===== src/rtl/data_mem_arbiter.sv =====
// Two-requester arbiter for the single-port data memory: CPU load/store path and debug/loader port.
// Each access is arbitrate (IDLE) then access (ACCESS); read data returns the cycle after ACCESS.
module data_mem_arbiter #(
    parameter int DATA_W       = 8,
    parameter int ADDR_W       = 2,
    parameter int CPU_PRIORITY = 1,
    parameter int STARVE_LIMIT = 4
) (
    input  logic              clk,
    input  logic              reset,
    input  logic              cpu_req,
    input  logic              cpu_we,
    input  logic [ADDR_W-1:0] cpu_addr,
    input  logic [DATA_W-1:0] cpu_wdata,
    output logic              cpu_gnt,
    output logic              cpu_rvalid,
    output logic [DATA_W-1:0] cpu_rdata,
    input  logic              dbg_req,
    input  logic              dbg_we,
    input  logic [ADDR_W-1:0] dbg_addr,
    input  logic [DATA_W-1:0] dbg_wdata,
    output logic              dbg_gnt,
    output logic              dbg_rvalid,
    output logic [DATA_W-1:0] dbg_rdata,
    output logic              mem_we,
    output logic [ADDR_W-1:0] mem_addr,
    output logic [DATA_W-1:0] mem_wdata,
    input  logic [DATA_W-1:0] mem_rdata,
    output logic              busy
);

    // Handshake: a requester holds req with a stable command until it sees gnt (one cycle,
    // during ACCESS); reads then get a one-cycle rvalid with rdata on the following cycle.
    // A req still high after the gnt cycle is treated as a fresh request.

    typedef enum logic {IDLE, ACCESS} state_t;

    localparam logic       PORT_CPU   = 1'b0;
    localparam logic       PORT_DBG   = 1'b1;
    localparam logic [3:0] STARVE_LIM = 4'(STARVE_LIMIT);

    state_t              state, state_next;
    logic                owner;
    logic                cmd_we;
    logic [ADDR_W-1:0]   cmd_addr;
    logic [DATA_W-1:0]   cmd_wdata;
    logic                last_winner;
    logic [3:0]          wait_cnt, wait_next;
    logic                any_req;
    logic                pick_dbg;

    always_comb begin
        any_req  = cpu_req | dbg_req;
        pick_dbg = 1'b0;
        if (dbg_req && !cpu_req) begin
            pick_dbg = 1'b1;
        end else if (dbg_req && cpu_req) begin
            if (CPU_PRIORITY != 0) pick_dbg = (wait_cnt >= STARVE_LIM);
            else                   pick_dbg = (last_winner == PORT_CPU);
        end
    end

    // Starvation counter only moves in IDLE; ACCESS cycles are not counted as waiting.
    always_comb begin
        wait_next = wait_cnt;
        if (state == IDLE) begin
            if (dbg_req && !pick_dbg) wait_next = (wait_cnt == 4'd15) ? wait_cnt : wait_cnt + 4'd1;
            else                      wait_next = 4'd0;
        end
    end

    always_comb begin
        state_next = state;
        case (state)
            IDLE:    if (any_req) state_next = ACCESS;
            ACCESS:  state_next = IDLE;
            default: state_next = IDLE;
        endcase
    end

    always_ff @(posedge clk or posedge reset) begin
        if (reset) begin
            state       <= IDLE;
            owner       <= PORT_CPU;
            cmd_we      <= 1'b0;
            cmd_addr    <= '0;
            cmd_wdata   <= '0;
            last_winner <= PORT_DBG;
            wait_cnt    <= 4'd0;
        end else begin
            state    <= state_next;
            wait_cnt <= wait_next;
            if (state == IDLE && any_req) begin
                owner       <= pick_dbg;
                last_winner <= pick_dbg;
                cmd_we      <= pick_dbg ? dbg_we    : cpu_we;
                cmd_addr    <= pick_dbg ? dbg_addr  : cpu_addr;
                cmd_wdata   <= pick_dbg ? dbg_wdata : cpu_wdata;
            end
        end
    end

    // Read return: capture at the end of ACCESS, so a reset during ACCESS drops it.
    always_ff @(posedge clk or posedge reset) begin
        if (reset) begin
            cpu_rvalid <= 1'b0;
            dbg_rvalid <= 1'b0;
            cpu_rdata  <= '0;
            dbg_rdata  <= '0;
        end else begin
            cpu_rvalid <= 1'b0;
            dbg_rvalid <= 1'b0;
            if (state == ACCESS && !cmd_we) begin
                if (owner == PORT_DBG) begin
                    dbg_rvalid <= 1'b1;
                    dbg_rdata  <= mem_rdata;
                end else begin
                    cpu_rvalid <= 1'b1;
                    cpu_rdata  <= mem_rdata;
                end
            end
        end
    end

    assign busy      = (state == ACCESS);
    assign cpu_gnt   = busy && (owner == PORT_CPU);
    assign dbg_gnt   = busy && (owner == PORT_DBG);
    assign mem_we    = busy && cmd_we;
    assign mem_addr  = cmd_addr;
    assign mem_wdata = cmd_wdata;

endmodule


===== config.mk =====
export PLATFORM = sky130hd
export DESIGN_NAME = data_mem_arbiter
export DESIGN_NICKNAME = d
export VERILOG_FILES = /design/src/rtl/data_mem_arbiter.sv
export SDC_FILE = /design/constraint.sdc
export NUM_CORES = 1
export LEC_CHECK = 0
export CORE_MARGIN = 5
export CORE_UTILIZATION = 44
export DETAILED_ROUTE_END_ITERATION = 12
export GPL_TIMING_DRIVEN = 0
export PLACE_DENSITY = 0.84
export SLEW_MARGIN = 15
export SYNTH_ARGS = -nofsm -noshare
export SYNTH_HDL_FRONTEND = slang
export SYNTH_SLANG_ARGS = --single-unit

===== constraint.sdc =====
create_clock -name clk -period 4.2 [get_ports clk]
set_clock_uncertainty 0.2 [all_clocks]
set_input_delay 0.63 -clock clk [delete_from_list [all_inputs] [get_ports clk]]
set_output_delay 0.63 -clock clk [all_outputs]
set_load 0.005 [all_outputs]

==> flow_results.xml, run 1 <==
<?xml version="1.0" encoding="UTF-8"?>
<metrics>
  <group name="synthesis">
    <metric name="netlist_top_cells_count" unit="">sky130_fd_sc_hd__dfrtp_1, sky130_fd_sc_hd__nand2_1, sky130_fd_sc_hd__mux2_2</metric>
    <metric name="mappedNetlistArea" unit="sq um">1560</metric>
    <metric name="ys_seq_area_frac" unit="">0.563</metric>
    <metric name="number_of_flops_mapped_to_enable_cells_by_yosys" unit="">0</metric>
    <metric name="async_reset_ff_frac" unit="">1.00</metric>
    <metric name="yosys_warning_count" unit="">0</metric>
    <metric name="syn_area_per_cell" unit="sq um">12.0</metric>
    <metric name="number_of_storage_elements_in_the_synthesis_netlist" unit="">35</metric>
    <metric name="yosys.area.top_type" unit="">sky130_fd_sc_hd__dfrtp_1</metric>
    <metric name="synth.lib_cells_used.distinct" unit="">24</metric>
    <metric name="synth_area_leaders" unit="">sky130_fd_sc_hd__dfrtp_1, sky130_fd_sc_hd__mux2_2, sky130_fd_sc_hd__o211ai_2</metric>
    <metric name="synth_top_area_share" unit="">0.563</metric>
    <metric name="syn-instance-count" unit="">130</metric>
    <metric name="yosys.cell_count.top_type" unit="">sky130_fd_sc_hd__dfrtp_1</metric>
    <metric name="syn_nets" unit="">165</metric>
    <metric name="ys.flop_type" unit="">sky130_fd_sc_hd__dfrtp_1</metric>
  </group>
  <group name="sta">
    <metric name="timing_hold_violations_final" unit="">0</metric>
    <metric name="finalSetupViolations" unit="">0</metric>
    <metric name="tightest_slew" unit="ns">0.705</metric>
    <metric name="grt_setup_unrepaired" unit="">false</metric>
    <metric name="slew_headroom" unit="">0.529</metric>
    <metric name="timing.final.crit_share" unit="">0.567</metric>
    <metric name="timing.fmax" unit="MHz">420</metric>
    <metric name="final_max_slew_viol_count" unit="">0</metric>
    <metric name="period_minus_slack" unit="ns">2.38</metric>
    <metric name="finalSetupTns" unit="ns">0</metric>
  </group>
  <group name="global_route">
    <metric name="antenna_found_initial" unit="">0</metric>
    <metric name="grt_remaining_overflow" unit="">0</metric>
    <metric name="grt_pass1_vias" unit="">1320</metric>
    <metric name="grt_start_max_net_pins" unit="">36</metric>
    <metric name="grt_pass1_wl" unit="um">6250</metric>
    <metric name="grt_usage" unit="">0.161</metric>
  </group>
  <group name="power">
    <metric name="cellLeakagePower" unit="nW">1.02</metric>
    <metric name="power.sequential.fraction" unit="">0.426</metric>
    <metric name="cellPowerDensity" unit="nW/um^2">489</metric>
    <metric name="logic_gate_share_of_total_power" unit="">0.357</metric>
    <metric name="power.switching_fraction" unit="">0.255</metric>
    <metric name="cell_internal_pwr" unit="W">0.000856</metric>
    <metric name="p_total" unit="W">0.00115</metric>
    <metric name="power.clock.fraction" unit="">0.217</metric>
    <metric name="worst_ir_drop_vdd" unit="mV">0.189</metric>
    <metric name="reported_net_switching_power" unit="W">0.000294</metric>
  </group>
  <group name="setup_path">
    <metric name="path_depth_of_the_worst_reg2reg_path" unit="">5</metric>
    <metric name="setup.worst_path.start_class" unit="">flop</metric>
    <metric name="worstPathMaxFanout" unit="">10</metric>
    <metric name="regToRegSetupSlack" unit="ns">2.52</metric>
    <metric name="worst-setup-path-type" unit="">flop to primary output</metric>
    <metric name="worst-endpoint-required" unit="ns">3.37</metric>
    <metric name="crit_path_end_kind" unit="">primary output</metric>
    <metric name="worst_endpoint_data_arrival_time" unit="ns">1.55</metric>
    <metric name="rr_endpoint" unit="">cpu_rdata[7]</metric>
    <metric name="rr_startpoint" unit="">busy</metric>
  </group>
  <group name="routing">
    <metric name="post_drt_via_cell_ratio" unit="">5.09</metric>
    <metric name="detailedRoute.firstPassIterationCount" unit="">4</metric>
    <metric name="detail_route.iter0.violations" unit="">29</metric>
    <metric name="post_drt_antenna_nets" unit="">0</metric>
    <metric name="drt_drc_violations_left" unit="">0</metric>
    <metric name="routed_wirelength" unit="um">3640</metric>
    <metric name="routed_wire_length_per_instance" unit="um">14.6</metric>
    <metric name="vias" unit="">1267</metric>
  </group>
  <group name="cells_and_area">
    <metric name="finalNetCount" unit="">237</metric>
    <metric name="insertedDiodeCount" unit="">0</metric>
    <metric name="postLayoutCoreUtil" unit="">0.694</metric>
    <metric name="synth_to_layout_area_growth" unit="%">51.0</metric>
    <metric name="drive_gt1_frac" unit="">0.227</metric>
  </group>
  <group name="hold_path">
    <metric name="hold_class" unit="">flop to flop</metric>
    <metric name="cells_on_worst_hold_path" unit="">2</metric>
    <metric name="min_to" unit="">mem_wdata[0]</metric>
    <metric name="holdCritStartpoint" unit="">mem_wdata[0]</metric>
  </group>
  <group name="placement">
    <metric name="dp_hpwl" unit="um">2830</metric>
    <metric name="placement.io_buffers" unit="">65</metric>
    <metric name="routabilityCongestion" unit="">0.781</metric>
  </group>
  <group name="floorplanning">
    <metric name="floorplan.die.width" unit="um">69.5</metric>
    <metric name="die_y" unit="um">69.5</metric>
    <metric name="fp-row-count" unit="">21</metric>
    <metric name="floorplan.io_pins" unit="">66</metric>
    <metric name="die_area" unit="sq um">4830</metric>
    <metric name="core_area" unit="sq um">3390</metric>
    <metric name="effective_utilization_at_floorplan" unit="">0.459</metric>
  </group>
  <group name="run_status">
    <metric name="run_status" unit="">finished, final reports clean</metric>
  </group>
  <group name="run">
    <metric name="drv.max_cap_violation_count" unit="">0</metric>
  </group>
  <group name="clocking">
    <metric name="cts.sink_count" unit="">35</metric>
    <metric name="ctsRootBufferMaster" unit="">sky130_fd_sc_hd__clkbuf_4</metric>
    <metric name="tritoncts_buffers" unit="">5</metric>
    <metric name="ctsHtreeMaxLevel" unit="">2</metric>
    <metric name="post_cts_buffers" unit="">0</metric>
    <metric name="tritoncts" unit="">done</metric>
    <metric name="clock_tree.buffer_depth" unit="">2</metric>
    <metric name="clk_pin_slew" unit="ns">0.10</metric>
    <metric name="postCtsResizedCells" unit="">0</metric>
    <metric name="clkLatencyLatePin" unit="ns">0.33</metric>
    <metric name="holdBufCountCts" unit="">0</metric>
  </group>
</metrics>
[power by group through the flow]
stage / combinational [W] / clock (W) / sequential, W
floorplan: 0.000146 / 0 / 0.000499
global placement: 0.000407 / 0 / 0.000490
detailed placement: 0.000417 / 0 / 0.000498
CTS: 0.000418 / 0.000258 / 0.000491
global route: 0.000444 / 0.000275 / 0.000504
finish: 0.000410 / 0.000250 / 0.000490
[stage by stage]
stage	worst slack, ns	hold WS, ns	area [sq um]	std cells
floorplan	2.48	0.253	1560	130
global placement	1.85	0.266	2260	241
detailed placement	1.85	0.280	2260	241
CTS	1.79	0.308	2350	249
global route	1.72	0.339	2350	249
finish	1.82	0.306	2350	249
[routing by layer]
metal  up-vias  track usage  share of wire
li1        601            -              -
met1       586        0.190           0.43
met2        73        0.256           0.45
met3         7       0.0696           0.10
met4         0       0.0651          0.018
met5         -            0              0
[cell type report]
type | count | area, sq um
Clock inverter | 2 | 35.0
Timing Repair Buffer | 65 | 651
Tap cell | 46 | 57.6
Buffer | 9 | 57.6
Multi-Input combinational cell | 82 | 608
Fill cell | 237 | 1040
Sequential cell | 35 | 876
Inverter | 4 | 15.0
Clock buffer | 6 | 51.3
[critical path: stages (launching register included)]
cell and delay [ns]:
sky130_fd_sc_hd__dfrtp_1 0.40, sky130_fd_sc_hd__buf_4 0.17, sky130_fd_sc_hd__nor2b_4 0.14, sky130_fd_sc_hd__clkdlybuf4s50_1 0.51
[cell usage in the layout (no fill, tap or decap), drive strengths merged]
| cell type | count |
|---|---|
| nand2 | 27 |
| clkinv | 1 |
| mux2 | 16 |
| nand2b | 1 |
| inv | 4 |
| clkbuf | 8 |
| o21bai | 1 |
| nor3b | 1 |
| o211ai | 11 |
| dfrtp | 35 |
| nand4 | 11 |
| and2 | 4 |
| bufinv | 1 |
| nand3b | 1 |
| o21ai | 4 |
| clkdlybuf4s50 | 65 |
| nor2b | 2 |
| nand3 | 1 |
| buf | 7 |
| or3b | 1 |
| ha | 1 |
[kinds of logic (layout without fill, tap and decap cells)]
family,count (synthesis),count (layout),share of synthesized area
compound gates,16,16,0.103
buf+inv,13,86,0.0466
fa+ha+maj,1,1,0.00804
flops,35,35,0.563
simple gates,49,49,0.164
mux,16,16,0.116
[state kept, by name (all words and copies together), names as in the netlist]
register    flops
cpu_rdata       8
dbg_rdata       8
mem_wdata       8
wait_cnt        4
mem_addr        2
busy            1
cmd_we          1
cpu_rvalid      1
dbg_rvalid      1
owner           1
[worst max-delay path by stage]
stage	from	end	cells after the start
after floorplan	cpu_req	cmd_we	4
after global placement	dbg_req	mem_wdata[4]	6
after detailed placement	dbg_req	mem_wdata[4]	6
after CTS	busy	cpu_gnt	3
after global routing	busy	cpu_gnt	3
final	busy	cpu_gnt	3
(Power assumes the default switching activity.)
==> inputs of run 2 (changes only) <==
--- a/config.mk
+++ b/config.mk
@@ -6,10 +6,10 @@
 export NUM_CORES = 1
 export LEC_CHECK = 0
 export CORE_MARGIN = 5
-export CORE_UTILIZATION = 44
+export CORE_UTILIZATION = 42
 export DETAILED_ROUTE_END_ITERATION = 12
 export GPL_TIMING_DRIVEN = 0
-export PLACE_DENSITY = 0.84
+export PLACE_DENSITY = 0.8
 export SLEW_MARGIN = 15
 export SYNTH_ARGS = -nofsm -noshare
 export SYNTH_HDL_FRONTEND = slang
==> constraint.sdc (replaced) <==
create_clock -name clk -period 2.5 [get_ports clk]
set_clock_uncertainty 0.2 [all_clocks]
set_input_delay 0.375 -clock clk [delete_from_list [all_inputs] [get_ports clk]]
set_output_delay 0.375 -clock clk [all_outputs]
set_load 0.005 [all_outputs]
==> run 2 against run 1 <==
  * Register-to-register slack worse by 1.7 ns
  * Clock-buffer cell count up 2
  * Sequential power up 68%
  * Wire length up 0.99%
  * Core utilization down 4.2 points
  * Via count down 2.4%
  * Final cell count up 0.80%
  * Die area up 4.1%
  * First-iteration DRC count up 66%
  * Non-clock buffer count unchanged
  * Clock power up 75%
==> flow_results.xml, run 2 (same netlist as run 1, synthesis figures left out) <==
<?xml version="1.0" encoding="UTF-8"?>
<metrics>
  <group name="setup_path">
    <metric name="worst_endpoint_data_arrival_time" unit="ns">1.47</metric>
    <metric name="worstPathMaxFanout" unit="">10</metric>
    <metric name="worst-endpoint-required" unit="ns">1.92</metric>
    <metric name="setup.worst_path.start_class" unit="">flop</metric>
    <metric name="crit_path_end_kind" unit="">primary output</metric>
    <metric name="worst-setup-path-type" unit="">flop to primary output</metric>
  </group>
  <group name="sta">
    <metric name="timing.fmax" unit="MHz">489</metric>
    <metric name="timing.final.crit_share" unit="">0.818</metric>
    <metric name="slew_headroom" unit="">0.532</metric>
    <metric name="setup_slack" unit="ns">0.454</metric>
    <metric name="tightest_slew" unit="ns">0.701</metric>
    <metric name="period_minus_slack" unit="ns">2.05</metric>
    <metric name="timing_hold_violations_final" unit="">0</metric>
    <metric name="finalSetupViolations" unit="">0</metric>
    <metric name="final_max_slew_viol_count" unit="">0</metric>
    <metric name="finalSetupTns" unit="ns">0</metric>
    <metric name="grt_setup_unrepaired" unit="">false</metric>
  </group>
  <group name="cells_and_area">
    <metric name="drive_gt1_frac" unit="">0.222</metric>
    <metric name="most_common_cell_after_layout_fill_and_taps_aside" unit="">sky130_fd_sc_hd__clkdlybuf4s50_1</metric>
    <metric name="final_cell_mix" unit="">sky130_fd_sc_hd__clkdlybuf4s50_1, sky130_fd_sc_hd__dfrtp_1, sky130_fd_sc_hd__nand2_1, sky130_fd_sc_hd__mux2_2, sky130_fd_sc_hd__nand4_1</metric>
    <metric name="insertedDiodeCount" unit="">0</metric>
    <metric name="finalNetCount" unit="">237</metric>
    <metric name="synth_to_layout_area_growth" unit="%">52.1</metric>
  </group>
  <group name="power">
    <metric name="cellLeakagePower" unit="nW">1.02</metric>
    <metric name="cellPowerDensity" unit="nW/um^2">824</metric>
    <metric name="worst_ir_drop_vdd" unit="mV">0.299</metric>
  </group>
  <group name="run_status">
    <metric name="run_status" unit="">finished, final reports clean</metric>
  </group>
  <group name="clocking">
    <metric name="ctsRootBufferMaster" unit="">sky130_fd_sc_hd__clkbuf_8</metric>
    <metric name="clock_tree.buffer_depth" unit="">2</metric>
    <metric name="tritoncts_buffers" unit="">5</metric>
    <metric name="clk_pin_slew" unit="ns">0.07</metric>
    <metric name="tritoncts" unit="">done</metric>
    <metric name="post_cts_buffers" unit="">0</metric>
    <metric name="clkLatencyLatePin" unit="ns">0.28</metric>
    <metric name="postCtsResizedCells" unit="">0</metric>
    <metric name="cts.sink_count" unit="">35</metric>
    <metric name="holdBufCountCts" unit="">0</metric>
    <metric name="ctsHtreeMaxLevel" unit="">2</metric>
  </group>
  <group name="hold_path">
    <metric name="hold_class" unit="">flop to flop</metric>
  </group>
  <group name="placement">
    <metric name="dp_hpwl" unit="um">2920</metric>
    <metric name="routabilityCongestion" unit="">0.921</metric>
    <metric name="placement.io_buffers" unit="">65</metric>
    <metric name="pre_cts_slack" unit="ns">0.359</metric>
  </group>
  <group name="floorplanning">
    <metric name="core_area" unit="sq um">3630</metric>
    <metric name="floorplan.die.width" unit="um">70.9</metric>
    <metric name="die_y" unit="um">70.9</metric>
    <metric name="fp-row-count" unit="">22</metric>
    <metric name="die_area" unit="sq um">5020</metric>
    <metric name="effective_utilization_at_floorplan" unit="">0.428</metric>
    <metric name="floorplan.io_pins" unit="">66</metric>
  </group>
  <group name="global_route">
    <metric name="grt_remaining_overflow" unit="">0</metric>
    <metric name="grt_usage" unit="">0.153</metric>
    <metric name="grt_pass1_vias" unit="">1306</metric>
    <metric name="antenna_found_initial" unit="">0</metric>
    <metric name="grt_pass1_wl" unit="um">6030</metric>
    <metric name="grt_start_max_net_pins" unit="">36</metric>
  </group>
  <group name="routing">
    <metric name="detailedRoute.firstPassIterationCount" unit="">3</metric>
    <metric name="routed_wire_length_per_instance" unit="um">14.7</metric>
    <metric name="detail_route.iter0.violations" unit="">48</metric>
    <metric name="post_drt_antenna_nets" unit="">0</metric>
    <metric name="post_drt_via_cell_ratio" unit="">4.92</metric>
    <metric name="routed_wirelength" unit="um">3680</metric>
    <metric name="vias" unit="">1236</metric>
    <metric name="drt_drc_violations_left" unit="">0</metric>
  </group>
  <group name="run">
    <metric name="drv.max_cap_violation_count" unit="">0</metric>
  </group>
</metrics>
## run 2: changes by cell type in the layout (fill, tap and decap cells not counted), sizes merged
cell,change
clkinv,-1
bufinv,-1
clkbuf,+2
## run 2: cell type report
class	count	area (sq um)
flip-flops and latches	35	876
repair buffers	65	651
inverters	4	15.0
fillers	306	1270
clock buffers	8	100
well taps	48	60.1
multi-input cells	82	608
plain buffers	9	57.6
## run 2: metal layers
| layer | global-route usage | share of wire | up-vias | wire [um] |
|---|---|---|---|---|
| met4 | 0.0689 | 0.014 | 0 | 52 |
| met5 | 0 | 0 | - | 0 |
| met2 | 0.251 | 0.47 | 59 | 1730 |
| met3 | 0.0483 | 0.086 | 5 | 315 |
| li1 | - | - | 598 | - |
| met1 | 0.183 | 0.43 | 574 | 1580 |
## run 2: critical path, stage by stage (launching register included)
cell and delay [ns]:
sky130_fd_sc_hd__dfrtp_1 0.37, sky130_fd_sc_hd__buf_4 0.17, sky130_fd_sc_hd__nor2b_4 0.15, sky130_fd_sc_hd__clkdlybuf4s50_1 0.50
## run 2: power breakdown
part	internal (W)	leakage, nW	switching (W)	total [W]
sequential	0.000734	0.429	0.0000906	0.000825
combinational	0.000469	0.539	0.000219	0.000688
clock	0.000251	0.0515	0.000186	0.000437
total	0.00145	1.02	0.000495	0.00195
## run 2: stage by stage
step	hold slack, ns	power (W)	utilization	instance area (sq um)	instances
finish	0.288	0.00195	0.652	2370	251
floorplan	0.253	0.00108	-	1560	130
global placement	0.271	0.00151	0.624	2270	243
global route	0.328	0.00206	0.652	2370	251
CTS	0.291	0.00198	0.652	2370	251
detailed placement	0.270	0.00154	0.624	2270	243
## run 2: path summary, 6_finish.rpt
check | start | endpoint | slack (ns) | depth (start not counted)
worst max-delay path | busy | cpu_gnt | 0.45 | 3
worst min-delay path | mem_addr[0] | mem_addr[0] | 0.29 | 2
worst max register to register | busy | mem_addr[0] | 0.83 | 6
worst min register to register | mem_addr[0] | mem_addr[0] | 0.29 | 2
max in group asynchronous | reset | cpu_rdata[0] | 1.32 | 2
min in group asynchronous | reset | wait_cnt[2] | 0.33 | 2
